File: config.mk
export PLATFORM = sky130hd
export DESIGN_NAME = vcore_disp_sched_flat
export DESIGN_NICKNAME = d
export VERILOG_FILES = /design/src/rtl/vcore_disp_sched_if.sv /design/src/rtl/vcore_disp_sched.sv /design/src/flat_wrapper.sv
export SDC_FILE = /design/constraint.sdc
export NUM_CORES = 1
export LEC_CHECK = 0
export ABC_AREA = 1
export CORE_MARGIN = 3
export CORE_UTILIZATION = 43
export CTS_CLUSTER_SIZE = 30
export DETAILED_ROUTE_END_ITERATION = 8
export PLACE_DENSITY = 0.65
export SETUP_SLACK_MARGIN = 0.2
export SLEW_MARGIN = 0
export SYNTH_ARGS = -nofsm -noshare
export SYNTH_HDL_FRONTEND = slang
export SYNTH_SLANG_ARGS = --single-unit
File: constraint.sdc
create_clock -name clk -period 3.2 [get_ports clk]
set_input_delay 0.64 -clock clk [delete_from_list [all_inputs] [get_ports clk]]
set_output_delay 0.64 -clock clk [all_outputs]
set_load 0.03 [all_outputs]
File: src/rtl/vcore_disp_sched_if.sv
// ---------------------------------------------------------------------------
// vcore_disp_sched_if
//
// Handshake bundle between the dispatch pipeline register, the issue
// scheduler and the two vector back-ends (VALU, VLSU).
//
// Signals:
//   disp_valid_in   dispatch record valid
//   disp_ready_out  record consumed this cycle
//   disp_is_ls      1 = load/store class, 0 = arithmetic
//   disp_vsrc0_*    vector source 0 valid / id
//   disp_vsrc1_*    vector source 1 valid / id
//   disp_vdst_*     vector destination valid / id
//   alu_issue_*     issue handshake towards the VALU
//   lsu_issue_*     issue handshake towards the VLSU
//
// Modports:
//   master  the surroundings: pipeline register plus back-end ready lines
//   slave   the scheduler itself
// ---------------------------------------------------------------------------
interface vcore_disp_sched_if #(
    parameter int VRF_ID_W = 5
);
    logic                disp_valid_in;
    logic                disp_ready_out;
    logic                disp_is_ls;
    logic                disp_vsrc0_vld;
    logic [VRF_ID_W-1:0] disp_vsrc0_id;
    logic                disp_vsrc1_vld;
    logic [VRF_ID_W-1:0] disp_vsrc1_id;
    logic                disp_vdst_vld;
    logic [VRF_ID_W-1:0] disp_vdst_id;
    logic                alu_issue_valid;
    logic                alu_issue_ready;
    logic                lsu_issue_valid;
    logic                lsu_issue_ready;

    modport master (
        output disp_valid_in, disp_is_ls,
        output disp_vsrc0_vld, disp_vsrc0_id,
        output disp_vsrc1_vld, disp_vsrc1_id,
        output disp_vdst_vld, disp_vdst_id,
        output alu_issue_ready, lsu_issue_ready,
        input  disp_ready_out, alu_issue_valid, lsu_issue_valid
    );

    modport slave (
        input  disp_valid_in, disp_is_ls,
        input  disp_vsrc0_vld, disp_vsrc0_id,
        input  disp_vsrc1_vld, disp_vsrc1_id,
        input  disp_vdst_vld, disp_vdst_id,
        input  alu_issue_ready, lsu_issue_ready,
        output disp_ready_out, alu_issue_valid, lsu_issue_valid
    );
endinterface

File: src/rtl/vcore_disp_sched.sv
// ---------------------------------------------------------------------------
// vcore_disp_sched
//
// Issue scheduler between the dispatch pipeline register and the VALU/VLSU
// back-ends. Tracks pending vector register writes in a busy scoreboard,
// keeps one credit counter per back-end, and only lets a record through when
// it is hazard-free and its back-end has a credit. A fence request drains
// the machine and answers with a one-cycle fence_ack.
//
// Ports:
//   clk, rst     clock, synchronous active-high reset
//   disp         handshake bundle (slave side), see vcore_disp_sched_if
//   alu_done     VALU retired one instruction (credit return)
//   lsu_done     VLSU retired one instruction (credit return)
//   wb_vld/wb_id vector writeback, clears the scoreboard bit of wb_id
//   fence_req    level request to drain
//   fence_ack    one-cycle pulse once the machine is empty
//   idle         scoreboard empty and all credits home
//   err          sticky protocol error
// ---------------------------------------------------------------------------
module vcore_disp_sched #(
    parameter int VRF_ID_W    = 5,
    parameter int ALU_CREDITS = 4,
    parameter int LSU_CREDITS = 2
) (
    input  logic                clk,
    input  logic                rst,
    vcore_disp_sched_if.slave   disp,
    input  logic                alu_done,
    input  logic                lsu_done,
    input  logic                wb_vld,
    input  logic [VRF_ID_W-1:0] wb_id,
    input  logic                fence_req,
    output logic                fence_ack,
    output logic                idle,
    output logic                err
);

    localparam int NUM_REGS = 1 << VRF_ID_W;
    localparam int ALU_CW   = $clog2(ALU_CREDITS + 1);
    localparam int LSU_CW   = $clog2(LSU_CREDITS + 1);
    localparam logic [ALU_CW-1:0] ALU_MAX = ALU_CW'(ALU_CREDITS);
    localparam logic [LSU_CW-1:0] LSU_MAX = LSU_CW'(LSU_CREDITS);

    typedef enum logic [1:0] {
        RUN   = 2'd0,
        DRAIN = 2'd1,
        ACK   = 2'd2
    } state_t;

    state_t              state_q, state_d;
    logic [NUM_REGS-1:0] sb, sb_d;
    logic [ALU_CW-1:0]   alu_cnt, alu_cnt_d;
    logic [LSU_CW-1:0]   lsu_cnt, lsu_cnt_d;
    logic                err_q, err_d;

    logic hz, cr_ok, go;
    logic alu_fire, lsu_fire, any_fire;
    logic alu_inc, lsu_inc;
    logic fence_ack_c;

    // Hazard and credit gating. The scoreboard is read as registered, so a
    // writeback only unblocks a record on the cycle after it is seen. A
    // fence request in RUN wins over a pending issue in the same cycle, and
    // reset holds every issue output low.
    always_comb begin
        hz = (disp.disp_vsrc0_vld & sb[disp.disp_vsrc0_id])
           | (disp.disp_vsrc1_vld & sb[disp.disp_vsrc1_id])
           | (disp.disp_vdst_vld  & sb[disp.disp_vdst_id]);
        cr_ok = disp.disp_is_ls ? (lsu_cnt != '0) : (alu_cnt != '0);
        go = disp.disp_valid_in & (state_q == RUN) & ~fence_req & ~rst
           & ~hz & cr_ok;
    end

    assign disp.alu_issue_valid = go & ~disp.disp_is_ls;
    assign disp.lsu_issue_valid = go &  disp.disp_is_ls;
    assign alu_fire             = disp.alu_issue_valid & disp.alu_issue_ready;
    assign lsu_fire             = disp.lsu_issue_valid & disp.lsu_issue_ready;
    assign any_fire             = alu_fire | lsu_fire;
    assign disp.disp_ready_out  = any_fire;

    assign idle = (sb == '0) & (alu_cnt == ALU_MAX) & (lsu_cnt == LSU_MAX);
    assign err  = err_q;

    // Scoreboard and credit next-state. The writeback clear is applied
    // before the issue set; the two can only meet on the same id when the
    // writeback was spurious, in which case the new write must stay
    // tracked. A credit return while the counter is already full has no
    // instruction to belong to, so it is dropped and flagged instead of
    // wrapping the counter.
    always_comb begin
        sb_d = sb;
        if (wb_vld) begin
            sb_d[wb_id] = 1'b0;
        end
        if (any_fire && disp.disp_vdst_vld) begin
            sb_d[disp.disp_vdst_id] = 1'b1;
        end

        alu_inc   = alu_done & (alu_cnt != ALU_MAX);
        lsu_inc   = lsu_done & (lsu_cnt != LSU_MAX);
        alu_cnt_d = alu_cnt + ALU_CW'(alu_inc) - ALU_CW'(alu_fire);
        lsu_cnt_d = lsu_cnt + LSU_CW'(lsu_inc) - LSU_CW'(lsu_fire);

        err_d = err_q
              | (wb_vld & ~sb[wb_id])
              | (alu_done & (alu_cnt == ALU_MAX))
              | (lsu_done & (lsu_cnt == LSU_MAX));
    end

    // Fence sequencing: RUN -> DRAIN on request, DRAIN waits for the
    // machine to empty, ACK pulses fence_ack once and returns to RUN. A
    // request still held in RUN simply starts another drain.
    always_comb begin
        state_d     = state_q;
        fence_ack_c = 1'b0;
        unique case (state_q)
            RUN: begin
                if (fence_req) begin
                    state_d = DRAIN;
                end
            end
            DRAIN: begin
                if (idle) begin
                    state_d = ACK;
                end
            end
            ACK: begin
                fence_ack_c = 1'b1;
                state_d     = RUN;
            end
            default: begin
                state_d = RUN;
            end
        endcase
    end

    assign fence_ack = fence_ack_c & ~rst;

    // State register. Reset drops all in-flight tracking outright and
    // returns every credit home without passing through ACK.
    always_ff @(posedge clk) begin
        if (rst) begin
            state_q <= RUN;
            sb      <= '0;
            alu_cnt <= ALU_MAX;
            lsu_cnt <= LSU_MAX;
            err_q   <= 1'b0;
        end else begin
            state_q <= state_d;
            sb      <= sb_d;
            alu_cnt <= alu_cnt_d;
            lsu_cnt <= lsu_cnt_d;
            err_q   <= err_d;
        end
    end

endmodule

File: src/flat_wrapper.sv
// flat-port wrapper written by rule: the top's interface ports become plain ports
module vcore_disp_sched_flat 
#(
    parameter int VRF_ID_W    = 5,
    parameter int ALU_CREDITS = 4,
    parameter int LSU_CREDITS = 2
)
  (clk, rst, alu_done, lsu_done, wb_vld, wb_id, fence_req, fence_ack, idle, err, disp_disp_valid_in, disp_disp_is_ls, disp_disp_vsrc0_vld, disp_disp_vsrc0_id, disp_disp_vsrc1_vld, disp_disp_vsrc1_id, disp_disp_vdst_vld, disp_disp_vdst_id, disp_alu_issue_ready, disp_lsu_issue_ready, disp_disp_ready_out, disp_alu_issue_valid, disp_lsu_issue_valid);
  vcore_disp_sched_if #(.VRF_ID_W(VRF_ID_W)) disp_i ();
  input  logic clk;
  input  logic rst;
  input  logic alu_done;
  input  logic lsu_done;
  input  logic wb_vld;
  input  logic [VRF_ID_W-1:0] wb_id;
  input  logic fence_req;
  output logic fence_ack;
  output logic idle;
  output logic err;
  input wire logic [$bits(disp_i.disp_valid_in)-1:0] disp_disp_valid_in;
  input wire logic [$bits(disp_i.disp_is_ls)-1:0] disp_disp_is_ls;
  input wire logic [$bits(disp_i.disp_vsrc0_vld)-1:0] disp_disp_vsrc0_vld;
  input wire logic [$bits(disp_i.disp_vsrc0_id)-1:0] disp_disp_vsrc0_id;
  input wire logic [$bits(disp_i.disp_vsrc1_vld)-1:0] disp_disp_vsrc1_vld;
  input wire logic [$bits(disp_i.disp_vsrc1_id)-1:0] disp_disp_vsrc1_id;
  input wire logic [$bits(disp_i.disp_vdst_vld)-1:0] disp_disp_vdst_vld;
  input wire logic [$bits(disp_i.disp_vdst_id)-1:0] disp_disp_vdst_id;
  input wire logic [$bits(disp_i.alu_issue_ready)-1:0] disp_alu_issue_ready;
  input wire logic [$bits(disp_i.lsu_issue_ready)-1:0] disp_lsu_issue_ready;
  output wire logic [$bits(disp_i.disp_ready_out)-1:0] disp_disp_ready_out;
  output wire logic [$bits(disp_i.alu_issue_valid)-1:0] disp_alu_issue_valid;
  output wire logic [$bits(disp_i.lsu_issue_valid)-1:0] disp_lsu_issue_valid;
  assign disp_i.disp_valid_in = disp_disp_valid_in;
  assign disp_i.disp_is_ls = disp_disp_is_ls;
  assign disp_i.disp_vsrc0_vld = disp_disp_vsrc0_vld;
  assign disp_i.disp_vsrc0_id = disp_disp_vsrc0_id;
  assign disp_i.disp_vsrc1_vld = disp_disp_vsrc1_vld;
  assign disp_i.disp_vsrc1_id = disp_disp_vsrc1_id;
  assign disp_i.disp_vdst_vld = disp_disp_vdst_vld;
  assign disp_i.disp_vdst_id = disp_disp_vdst_id;
  assign disp_i.alu_issue_ready = disp_alu_issue_ready;
  assign disp_i.lsu_issue_ready = disp_lsu_issue_ready;
  assign disp_disp_ready_out = disp_i.disp_ready_out;
  assign disp_alu_issue_valid = disp_i.alu_issue_valid;
  assign disp_lsu_issue_valid = disp_i.lsu_issue_valid;
  vcore_disp_sched #(.VRF_ID_W(VRF_ID_W), .ALU_CREDITS(ALU_CREDITS), .LSU_CREDITS(LSU_CREDITS)) u_core (.clk(clk), .rst(rst), .disp(disp_i), .alu_done(alu_done), .lsu_done(lsu_done), .wb_vld(wb_vld), .wb_id(wb_id), .fence_req(fence_req), .fence_ack(fence_ack), .idle(idle), .err(err));
endmodule
* After elaboration in Yosys (flattened, before gate mapping) *
Index checks and enable logic that the tools add are counted.

word-level totals
  register bits after elaboration = 40
  input bits = 33
  logic and storage cells = 84
  output and inout bits = 6

cells by class
  bitwise logic cells = 34
  add/subtract/negate cells = 4
  multiplexer cells = 19
  magnitude comparators = 6
  reduce and logical (&&, ||, !) cells = 8
  eq/ne operators = 8

operators by type and width
  cell                                                               count
  two-way mux 32 bit                                                 2
  bitwise AND 32 bit                                                 1
  logical NOT 32 bit                                                 1
  NOT 32 bit                                                         1
  bitwise OR 32 bit                                                  1
  less-than comparator 5 x 6 -> 1 bit, second input constant         4
  bitwise AND 1 bit                                                  20
  binary-select mux 1 bit (select 5 bit)                             4
  demux 1 bit (select 5 bit)                                         2
  greater-or-equal comparator 5 x 1 -> 1 bit, second input constant  2
  two-way mux 1 bit                                                  8
  inequality test 2 bit, second input constant                       3
  bitwise OR 1 bit                                                   6
  NOT 1 bit                                                          5
  == test 2 bit, second input constant                               2
  two-way mux 2 bit                                                  2
  case mux 2 bit (2 select lines)                                    1
  adder 3 x 1 -> 3 bit                                               1
  == test 3 bit, second input constant                               1
  logical AND 1 bit                                                  3
  inequality test 3 bit, second input constant                       1
  nonzero test 3 bit                                                 1
  subtractor 3 x 1 -> 3 bit                                          1
  adder 2 x 1 -> 2 bit                                               1
  other kinds (5)                                                    5

* Longest topological paths before layout *
Gate-level depths: netlist of the first run.

  word-level depth = 13
  depth in mapped cells = 22
  mapped depth without buffers = 21

* Least setup slack after synthesis of the first run *
No wires, ideal clock.

  path kind = input-to-reg
  start point = input disp_disp_vsrc0_id[0]
  end point = register u_core.alu_cnt[2]
  arrival = 2.902 ns
  path buffers = 2
  data required time = 3.138 ns
  slack = 0.236 ns
  setup time = 0.062 ns
  cell stages on the path = 19
  path through = buf_2 > buf_4 > o21ai_0 > nand2_1 > nand2_1 > nand2_1 > nor2_1 > nor2_1 > nor2_1 > nor2_4 > nand4_2 > inv_1 > ha_1 > inv_1 > ha_1 > inv_1 > fa_1 > or2_2 > nand3_1

on the way
  cells in the longest elaborated chain, start to end = 11

RTL lines
  item                                     RTL line                 source
  start: declaration                       flat_wrapper.sv:23       input wire logic [$bits(disp_i.disp_vsrc0_id)-1:0] disp_disp_vsrc0_id;
  binary-select mux 1 bit (select 5 bit)   vcore_disp_sched.sv:67   hz = (disp.disp_vsrc0_vld & sb[disp.disp_vsrc0_id])
  two-way mux 1 bit (not written as such)  vcore_disp_sched.sv:67
  bitwise AND 1 bit                        vcore_disp_sched.sv:67
  bitwise OR 1 bit                         vcore_disp_sched.sv:68   | (disp.disp_vsrc1_vld & sb[disp.disp_vsrc1_id])
  bitwise OR 1 bit                         vcore_disp_sched.sv:69   | (disp.disp_vdst_vld & sb[disp.disp_vdst_id]);
  NOT 1 bit                                vcore_disp_sched.sv:72   & ~hz & cr_ok;
  bitwise AND 1 bit (2 in a row)           vcore_disp_sched.sv:72
  bitwise AND 1 bit                        vcore_disp_sched.sv:75   assign disp.alu_issue_valid = go & ~disp.disp_is_ls;
  bitwise AND 1 bit                        vcore_disp_sched.sv:77   assign alu_fire = disp.alu_issue_valid & disp.alu_issue_ready;
  subtractor 3 x 1 -> 3 bit                vcore_disp_sched.sv:102  alu_cnt_d = alu_cnt + ALU_CW'(alu_inc) - ALU_CW'(alu_fire);
  end signal: assignment                   vcore_disp_sched.sv:152  alu_cnt <= alu_cnt_d;
  end: declaration                         vcore_disp_sched.sv:53   logic [ALU_CW-1:0] alu_cnt, alu_cnt_d;

No other way between the ends. The select of a mux whose other input is x is not followed.
A chain may end at the register's enable or synchronous reset.

* Final worst setup path of the first run *
  start point = input fence_req
  end point = register u_core.alu_cnt[2]

on the way
  cells in the longest elaborated chain, start to end = 8

RTL lines
  item                            RTL line                 source
  start: declaration              flat_wrapper.sv:16       input logic fence_req;
  NOT 1 bit                       vcore_disp_sched.sv:71   go = disp.disp_valid_in & (state_q == RUN) & ~fence_req & ~rst
  bitwise AND 1 bit (2 in a row)  vcore_disp_sched.sv:71
  bitwise AND 1 bit (2 in a row)  vcore_disp_sched.sv:72
  bitwise AND 1 bit               vcore_disp_sched.sv:75
  bitwise AND 1 bit               vcore_disp_sched.sv:77
  subtractor 3 x 1 -> 3 bit       vcore_disp_sched.sv:102

No other way between the ends.

==> results of run 1 <==
-- state kept, by name (all words and copies together), names as in the netlist --
register        count
u_core.sb          32
u_core.alu_cnt      3
u_core.lsu_cnt      2
u_core.state_q      2
u_core.err          1
-- final timing paths --
path | slack [ns] | cells after the start | to
setup / recovery | 0.29 | 14 | u_core.alu_cnt[2]
hold / removal | 0.50 | 2 | u_core.err
hold reg to reg | 0.50 | 2 | u_core.err
setup reg to reg | 0.37 | 19 | u_core.alu_cnt[2]
-- routing by layer --
| metal | share of wire (%) | wire length (um) | GRT usage (%) | up-vias |
|---|---|---|---|---|
| met5 | 0 | 0 | 0 | - |
| met2 | 43 | 5520 | 40.4 | 232 |
| li1 | - | - | - | 2064 |
| met1 | 43 | 5530 | 38.6 | 1975 |
| met4 | 3.8 | 488 | 11.2 | 0 |
| met3 | 11 | 1390 | 4.52 | 35 |
-- report_power, final --
part	leakage [nW]	switching [mW]	internal, mW
logic	1.46	0.213	0.143
clock network	0.0614	0.191	0.255
registers	0.323	0.00994	0.509
-- final cells by class --
cell class	instances	share of cell area, %
Clock buffer	6	1.80
Multi-Input combinational cell	454	54.6
Timing Repair Buffer	76	16.6
Tap cell	102	2.79
Clock inverter	2	0.847
Inverter	66	5.52
Timing Repair inverter	2	0.328
Sequential cell	40	17.5
-- kinds of logic after synthesis --
logic type      count (synthesis)
compound gates                110
xor+xnor                        2
fa+ha+maj                       5
buf+inv                        90
flops                          40
simple gates                  337
-- repair_timing --
item,in CTS,in global routing
buffers inserted,1,1
endpoints found under the hold margin,0,0
pin swaps,4,7
setup endpoints to repair,6,7
gates resized for setup,43,27
gates cloned,5,2
-- placed cells by master (no fill, tap or decap), drive strengths merged, types with 6 or more instances in the layout --
cell type and n:
inv 66, nand4 6, nand2 170, o21ai 47
buf 42, nor4 9, clkdlybuf4s50 22, dfxtp 40
a22oi 9, nand3 74, nor2 54, nor3 19
a21oi 45, clkbuf 11
-- metrics by stage --
stage	utilization [%]	cells	TNS (ns)	power [mW]
global route	57.8	748	0	1.38
detailed placement	53.2	731	-1.27	0.852
CTS	57.2	745	0	1.32
finish	57.8	748	0	1.32
global placement	53.2	731	-1.12	0.847
floorplan	-	584	0	0.721
-- critical path: stages --
cell and delay, ns:
clkdlybuf4s50_1 0.41, nand3b_1 0.21, nor4_2 0.29, nand2_2 0.10, nor2_4 0.15, nand4_4 0.11, inv_2 0.06, ha_1 0.21
inv_1 0.06, ha_1 0.13, inv_1 0.05, fa_1 0.36, or2_2 0.30, nand3_1 0.07
==> metrics.md, run 1 <==
| Metric | Value |
|---|---|
| Drt pass-1 iters | `5` |
| WS Path Type | `input port to flip-flop` |
| Global-route wire length before repair | `between 20000 and 25000 um` |
| Final RePlAce weighted congestion | `0.923` |
| # port buffers | `38` |
| TritonCTS buffer count | `5` |
| Num rows | `32` |
| CTS tree | `done` |
| HP Class | `flip-flop to flip-flop` |
| WL final | `between 10000 and 15000 um` |
| Placed cell areas | `4220 um^2` |
| DR vias/cell | `around 5.8` |
| Startpoint types | `input port` |
| PnR worst setup slack | `slightly below 0.3 ns` |
| CP arrival | `roughly 3.2 ns` |
| Core ar. | `just under 8000 um^2` |
| Post-synth top cells | `nand2_1 (169), inv_1 (61), nor2_1 (53)` |
| Gr ovfl total | `0` |
| Most frequent cell after synthesis | `nand2_1` |
| Mapped cell area | `~3600 um^2` |
| Final hold violations | `0` |
| Fraction of layout cells with a size suffix above 1 | `22.4%` |
| Hold Startpoint | `u_core.err` |
| Vias in the first global route | `just under 4000` |
| Worst slew pin tran | `roughly 0.62 ns` |
| Maxcap violations | `0` |
| FF-to-FF Start | `u_core.sb[31]` |
| Largest family of logic cells by synthesized area | `simple AND/OR/NAND/NOR gates` |
| # fillers | `a little over 800` |
| Crit-path max FO | `2` |
| Synth Instances | `around 600` |
| Main synth FF type | `dfxtp_1` |
| Reg clk slew, reported paths | `about 0.08 ns` |
| Area Growth Syn to Fin | `26.9%` |
| WP data required | `approximately 3.4 ns` |
| Pre-CTS WS | `-0.408 ns` |
| Clock Skews | `0.0122 ns` |
| Post-detail-place hpwl | `8990 um` |
| Post-DR wirelength/cell | `approximately 17 um` |
| Mux cell area share after synthesis | `0%` |
| FMAX | `around 0.34 GHz` |
| Die H | `97.6 um` |
| Synth Area in XOR/XNOR | `less than 1%` |
| Nets@finish | `683` |
| Synth top area cells | `dfxtp_1 (22%), nand2_1 (18%), nand3_2 (8.0%), a21oi_2 (7.0%), inv_1 (6.3%)` |
| Synth top area share | `22.2%` |
| Routed Antenna Nets | `0` |
| Full die area | `9530 um^2` |
| Vias after detailed routing | `~4300` |
| Hold buffers post-CTS | `0` |
| H-tree depth | `2` |
| Number of flops mapped to enable cells by yosys | `0` |
| Max IR drop VDD | `between 0.3 and 0.4 mV` |
| Post-synthesis sequential area ratio | `22.2%` |
| Endpoint type of the worst setup path | `flip-flop` |
| Seq cells post-synth | `40` |
| Initial Util | `between 40% and 50%` |
| Worst skew pair latency | `about 0.30 ns` |
| Power Dens Cells | `289 nW/um^2` |
| Synth Area in Simple Gates | `between 40% and 50%` |
| Synth Net Count | `about 620` |
| Compound-Gate Fraction of Synth Area | `19.7%` |
| Register area | `approximately 800 um^2` |
| Synth async-reset ratio | `0%` |
| GRT Util Overall | `27.1%` |
| Library cells used by synthesis | `36` |
| Tmin final | `slightly below 3 ns` |
| Post-Syn Area per Cell | `6.18 um^2` |
| Endpoints failing setup | `0` |
| Final instance area | `4580 um^2` |
| Post-route DRC | `0` |
| Clock sink count | `40` |
| Multi-input gate area | `2500 um^2` |
| Slew Limit Fails | `0` |
| WHS | `just over 0.5 ns` |
| Max Buffers Root-to-Sink | `2` |
| Final Cycle Share | `roughly nine tenths` |
| Dominant cell type by area after synthesis | `dfxtp_1` |
| I/O Pins | `39` |
| Synthesized-area fraction occupied by adder cells | `just under 2%` |
| Worst slew margin | `58.6%` |
| Unrepaired setup endpoints after global routing | `yes` |
| Initial detailed-routing violation count | `440` |
| Initial antenna violation count | `0` |
| Antenna diodes | `0` |
| Syn. warnings | `0` |
| Status | `finished clean` |
| P_leak | `between 1.5 and 2 nW` |
| Largest net degree at the start of global routing | `41` |
| Critical path origin | `fence_req` |
| Die Wd | `approximately 100 um` |
| Clock Tree Root | `clkbuf_8` |
Note: power is estimated with default switching activity, not from simulation.
==> inputs of run 2 (changes only) <==
--- a/config.mk
+++ b/config.mk
@@ -7,10 +7,11 @@
 export LEC_CHECK = 0
 export ABC_AREA = 1
 export CORE_MARGIN = 3
-export CORE_UTILIZATION = 43
+export CORE_UTILIZATION = 45
+export CTS_BUF_LIST = sky130_fd_sc_hd__clkbuf_4 sky130_fd_sc_hd__clkbuf_8 sky130_fd_sc_hd__clkbuf_16
 export CTS_CLUSTER_SIZE = 30
 export DETAILED_ROUTE_END_ITERATION = 8
-export PLACE_DENSITY = 0.65
+export PLACE_DENSITY = 0.68
 export SETUP_SLACK_MARGIN = 0.2
 export SLEW_MARGIN = 0
 export SYNTH_ARGS = -nofsm -noshare
==> run 2 against run 1 <==
Net effect:
- final cell count decreased by 0.13%
- clock skew decreased by 0.0022 ns
- die area decreased by 4.2%
- sequential share of layout area increased by 0.25 points
- non-clock buffer count decreased by 2
- clock-buffer cell count unchanged
- via count decreased by 1.4%
- core utilization increased by 0.37 points
- highest routed layer unchanged
- largest cell class unchanged
- first-iteration DRC count decreased by 12%
==> metrics.md, run 2 (synthesis gave the netlist of run 1 again) <==
| Metric | Value |
|---|---|
| DR vias/cell | `5.69 (-1.2%)` |
| CP arrival | `3.11 ns (-0.04 ns)` |
| Clock Skews | `0.0101 ns (-0.00215 ns)` |
| Routed Antenna Nets | `0 (unchanged)` |
| Commonest non-fill, non-tap cell in the layout | `nand2_1` |
| Post-detail-place hpwl | `9030 um (+0.42%)` |
| Pre-CTS WS | `-0.306 ns (+0.102 ns)` |
| Critical-path cell list | `dlygate4sd2_1 > buf_4 > nor3_4 > nand2_1 > nand2_1 > nor2_1 > nand2_1 > nand2_2 > nand2_2 > nor2_4 > nand4_2 > inv_1 > ha_1 > inv_1 > ha_1 > inv_1 > fa_1 > or2_2 > nand3_1` |
| Max Buffers Root-to-Sink | `2 (unchanged)` |
| I/O Pins | `39 (unchanged)` |
| Largest net degree at the start of global routing | `41 (unchanged)` |
| Largest Register | `u_core.sb` |
| Worst slew pin tran | `0.623 ns (+0.00267 ns)` |
| PnR worst setup slack | `0.328 ns (+0.0365 ns)` |
| GRT met2 Usage | `42.8% (+2.4 points)` |
| Clock Tree Root | `clkbuf_8` |
| Reg clk slew, reported paths | `0.08 ns (about the same)` |
| TritonCTS buffer count | `5 (unchanged)` |
| Endpoints failing setup | `0 (unchanged)` |
| Register area | `801 um^2 (unchanged)` |
| R2R setup slack | `0.46 ns (+0.09 ns)` |
| Endpoint type of the worst setup path | `flip-flop` |
| WHS | `0.505 ns (+0.00244 ns)` |
| Clock sink count | `40 (unchanged)` |
| # fillers | `796 (-2.3%)` |
| Largest registers | `u_core.sb x32, u_core.alu_cnt x3` |
| Met1 usage | `39.9% (+1.3 points)` |
| Final Cycle Share | `89.8% (-1.1 points)` |
| Global-route wire length before repair | `20100 um (-3.1%)` |
| Fraction of layout cells with a size suffix above 1 | `22.2% (-0.28 points)` |
| Placed cell areas | `4240 um^2 (+0.41%)` |
| Tmin final | `2.87 ns (-0.0365 ns)` |
| Nets@finish | `682 (-0.15%)` |
| Antenna diodes | `0 (unchanged)` |
| Slew Limit Fails | `0 (unchanged)` |
| FMAX | `0.348 GHz (+1.3%)` |
| Final hold violations | `0 (unchanged)` |
| Area Growth Syn to Fin | `25.1%` |
| Hold Startpoint | `u_core.state_q[0]` |
| Max FFs per register | `32 (unchanged)` |
| Met3 usage | `3.87% (-0.66 points)` |
| Startpoint types | `input port` |
| WS Path Type | `input port to flip-flop` |
| Power Dens Cells | `290 nW/um^2 (+0.44%)` |
| Post-route DRC | `0 (unchanged)` |
| CTS tree | `done` |
| WL final | `12900 um (-0.49%)` |
| Vias in the first global route | `3919 (+0.56%)` |
| Most Crowded Layer GR | `met2` |
| Worst slew margin | `58.3% (-0.33 points)` |
| P_leak | `1.84 nW (-0.59%)` |
| Crit-path max FO | `3 (+1)` |
| Die Wd | `95.6 um (-2.1%)` |
| Initial antenna violation count | `0 (unchanged)` |
| GRT Util Overall | `29.0% (+1.9 points)` |
| Design Power | `1.31 mW (-0.96%)` |
| Critical path origin | `disp_disp_vdst_id[2]` |
| Die H | `95.6 um (-2.1%)` |
| FF-to-FF Start | `u_core.sb[28]` |
| Delay-heaviest family, CP | `simple AND/OR/NAND/NOR gates` |
| Commonest non-fill, non-tap cells in the layout | `nand2_1 (167), inv_1 (57), nor2_1 (52)` |
| WP data required | `3.44 ns (about the same)` |
| WP buf/inv | `5 (+1)` |
| Gr ovfl total | `0 (unchanged)` |
| Max stage delay on crit path | `0.36 ns (-0.05 ns)` |
| Maxcap violations | `0 (unchanged)` |
| Total negative slack | `0 ns (unchanged)` |
| Initial Util | `46.5% (+0.94 points)` |
| Worst skew pair latency | `0.30 ns (about the same)` |
| CP max-delay cell | `fa_1` |
| Post-DR wirelength/cell | `17.2 um (-0.35%)` |
| Final RePlAce weighted congestion | `0.946 (+2.5%)` |
| Unrepaired setup endpoints after global routing | `no` |
| Core ar. | `7770 um^2 (-2.0%)` |
| Num rows | `32 (unchanged)` |
| Full die area | `9140 um^2 (-4.2%)` |
| Initial detailed-routing violation count | `389 (-12%)` |
| Final instance area | `4520 um^2 (-1.4%)` |
| Max IR drop VDD | `0.351 mV (+11%)` |
| # port buffers | `38 (unchanged)` |
| HP Class | `flip-flop to flip-flop` |
| Multi-input gate area | `2510 um^2 (+0.25%)` |
| Status | `finished clean` |
| H-tree depth | `2 (unchanged)` |
| Vias after detailed routing | `4247 (-1.4%)` |
| Drt pass-1 iters | `5 (unchanged)` |
-- run 2: through the flow --
| stage | instances | util (%) |
|---|---|---|
| global route | 747 | 58.2 |
| finish | 747 | 58.2 |
| detailed placement | 734 | 54.6 |
| floorplan | 584 | - |
| global placement | 734 | 54.6 |
| CTS | 746 | 57.4 |
-- run 2: path summary, 6_finish.rpt --
kind | cells after the start | endpoint
worst max-delay path | 19 | u_core.alu_cnt[2]
worst min-delay path | 2 | u_core.state_q[1]
worst max register to register | 18 | u_core.alu_cnt[2]
worst min register to register | 2 | u_core.state_q[1]
-- run 2: layout make-up --
class | count | share of cell area (%)
Multi-Input combinational cell | 454 | 55.5
Sequential cell | 40 | 17.7
Timing Repair Buffer | 74 | 15.2
Inverter | 66 | 5.60
Tap cell | 102 | 2.83
Clock buffer | 6 | 1.83
Clock inverter | 2 | 0.859
Timing Repair inverter | 3 | 0.443
-- run 2: per-layer routing --
layer	up-vias	routed length (um)	part of all wire (%)
met1	1920	5310	41
met2	213	5540	43
met4	0	777	6.0
met3	48	1240	9.7
li1	2066	-	-
met5	-	0	0
-- run 2: power by group --
part,total (mW),internal [mW],switching (mW),leakage [nW]
clock network,0.449,0.255,0.194,0.0614
registers,0.519,0.509,0.00977,0.323
logic,0.341,0.130,0.211,1.45
total,1.31,0.895,0.414,1.84
-- run 2: worst register-to-register path: cells and delay by family (launching register included) --
family                   cells  cell delay, ns
AND/OR/NAND/NOR             12            1.17
buffers and inverters        3            0.15
flip-flops                   1            0.61
adder cells (fa/ha/maj)      3            0.75
-- run 2: what timing repair did --
| item | CTS | global route |
|---|---|---|
| pin swaps | 4 | 4 |
| resized for setup | 37 | 28 |
| setup buffers | 1 | 0 |
| hold buffers | 0 | 0 |
| gates cloned | 3 | 1 |
| endpoints found under the setup margin | 5 | 6 |
==> inputs of run 3 (changes only) <==
--- a/config.mk
+++ b/config.mk
@@ -13,7 +13,7 @@
 export DETAILED_ROUTE_END_ITERATION = 8
 export PLACE_DENSITY = 0.68
 export SETUP_SLACK_MARGIN = 0.2
-export SLEW_MARGIN = 0
+export SLEW_MARGIN = 20
 export SYNTH_ARGS = -nofsm -noshare
 export SYNTH_HDL_FRONTEND = slang
 export SYNTH_SLANG_ARGS = --single-unit
==> results of run 3 <==
No change in the layout: final DEF, timing and power equal those of run 2.
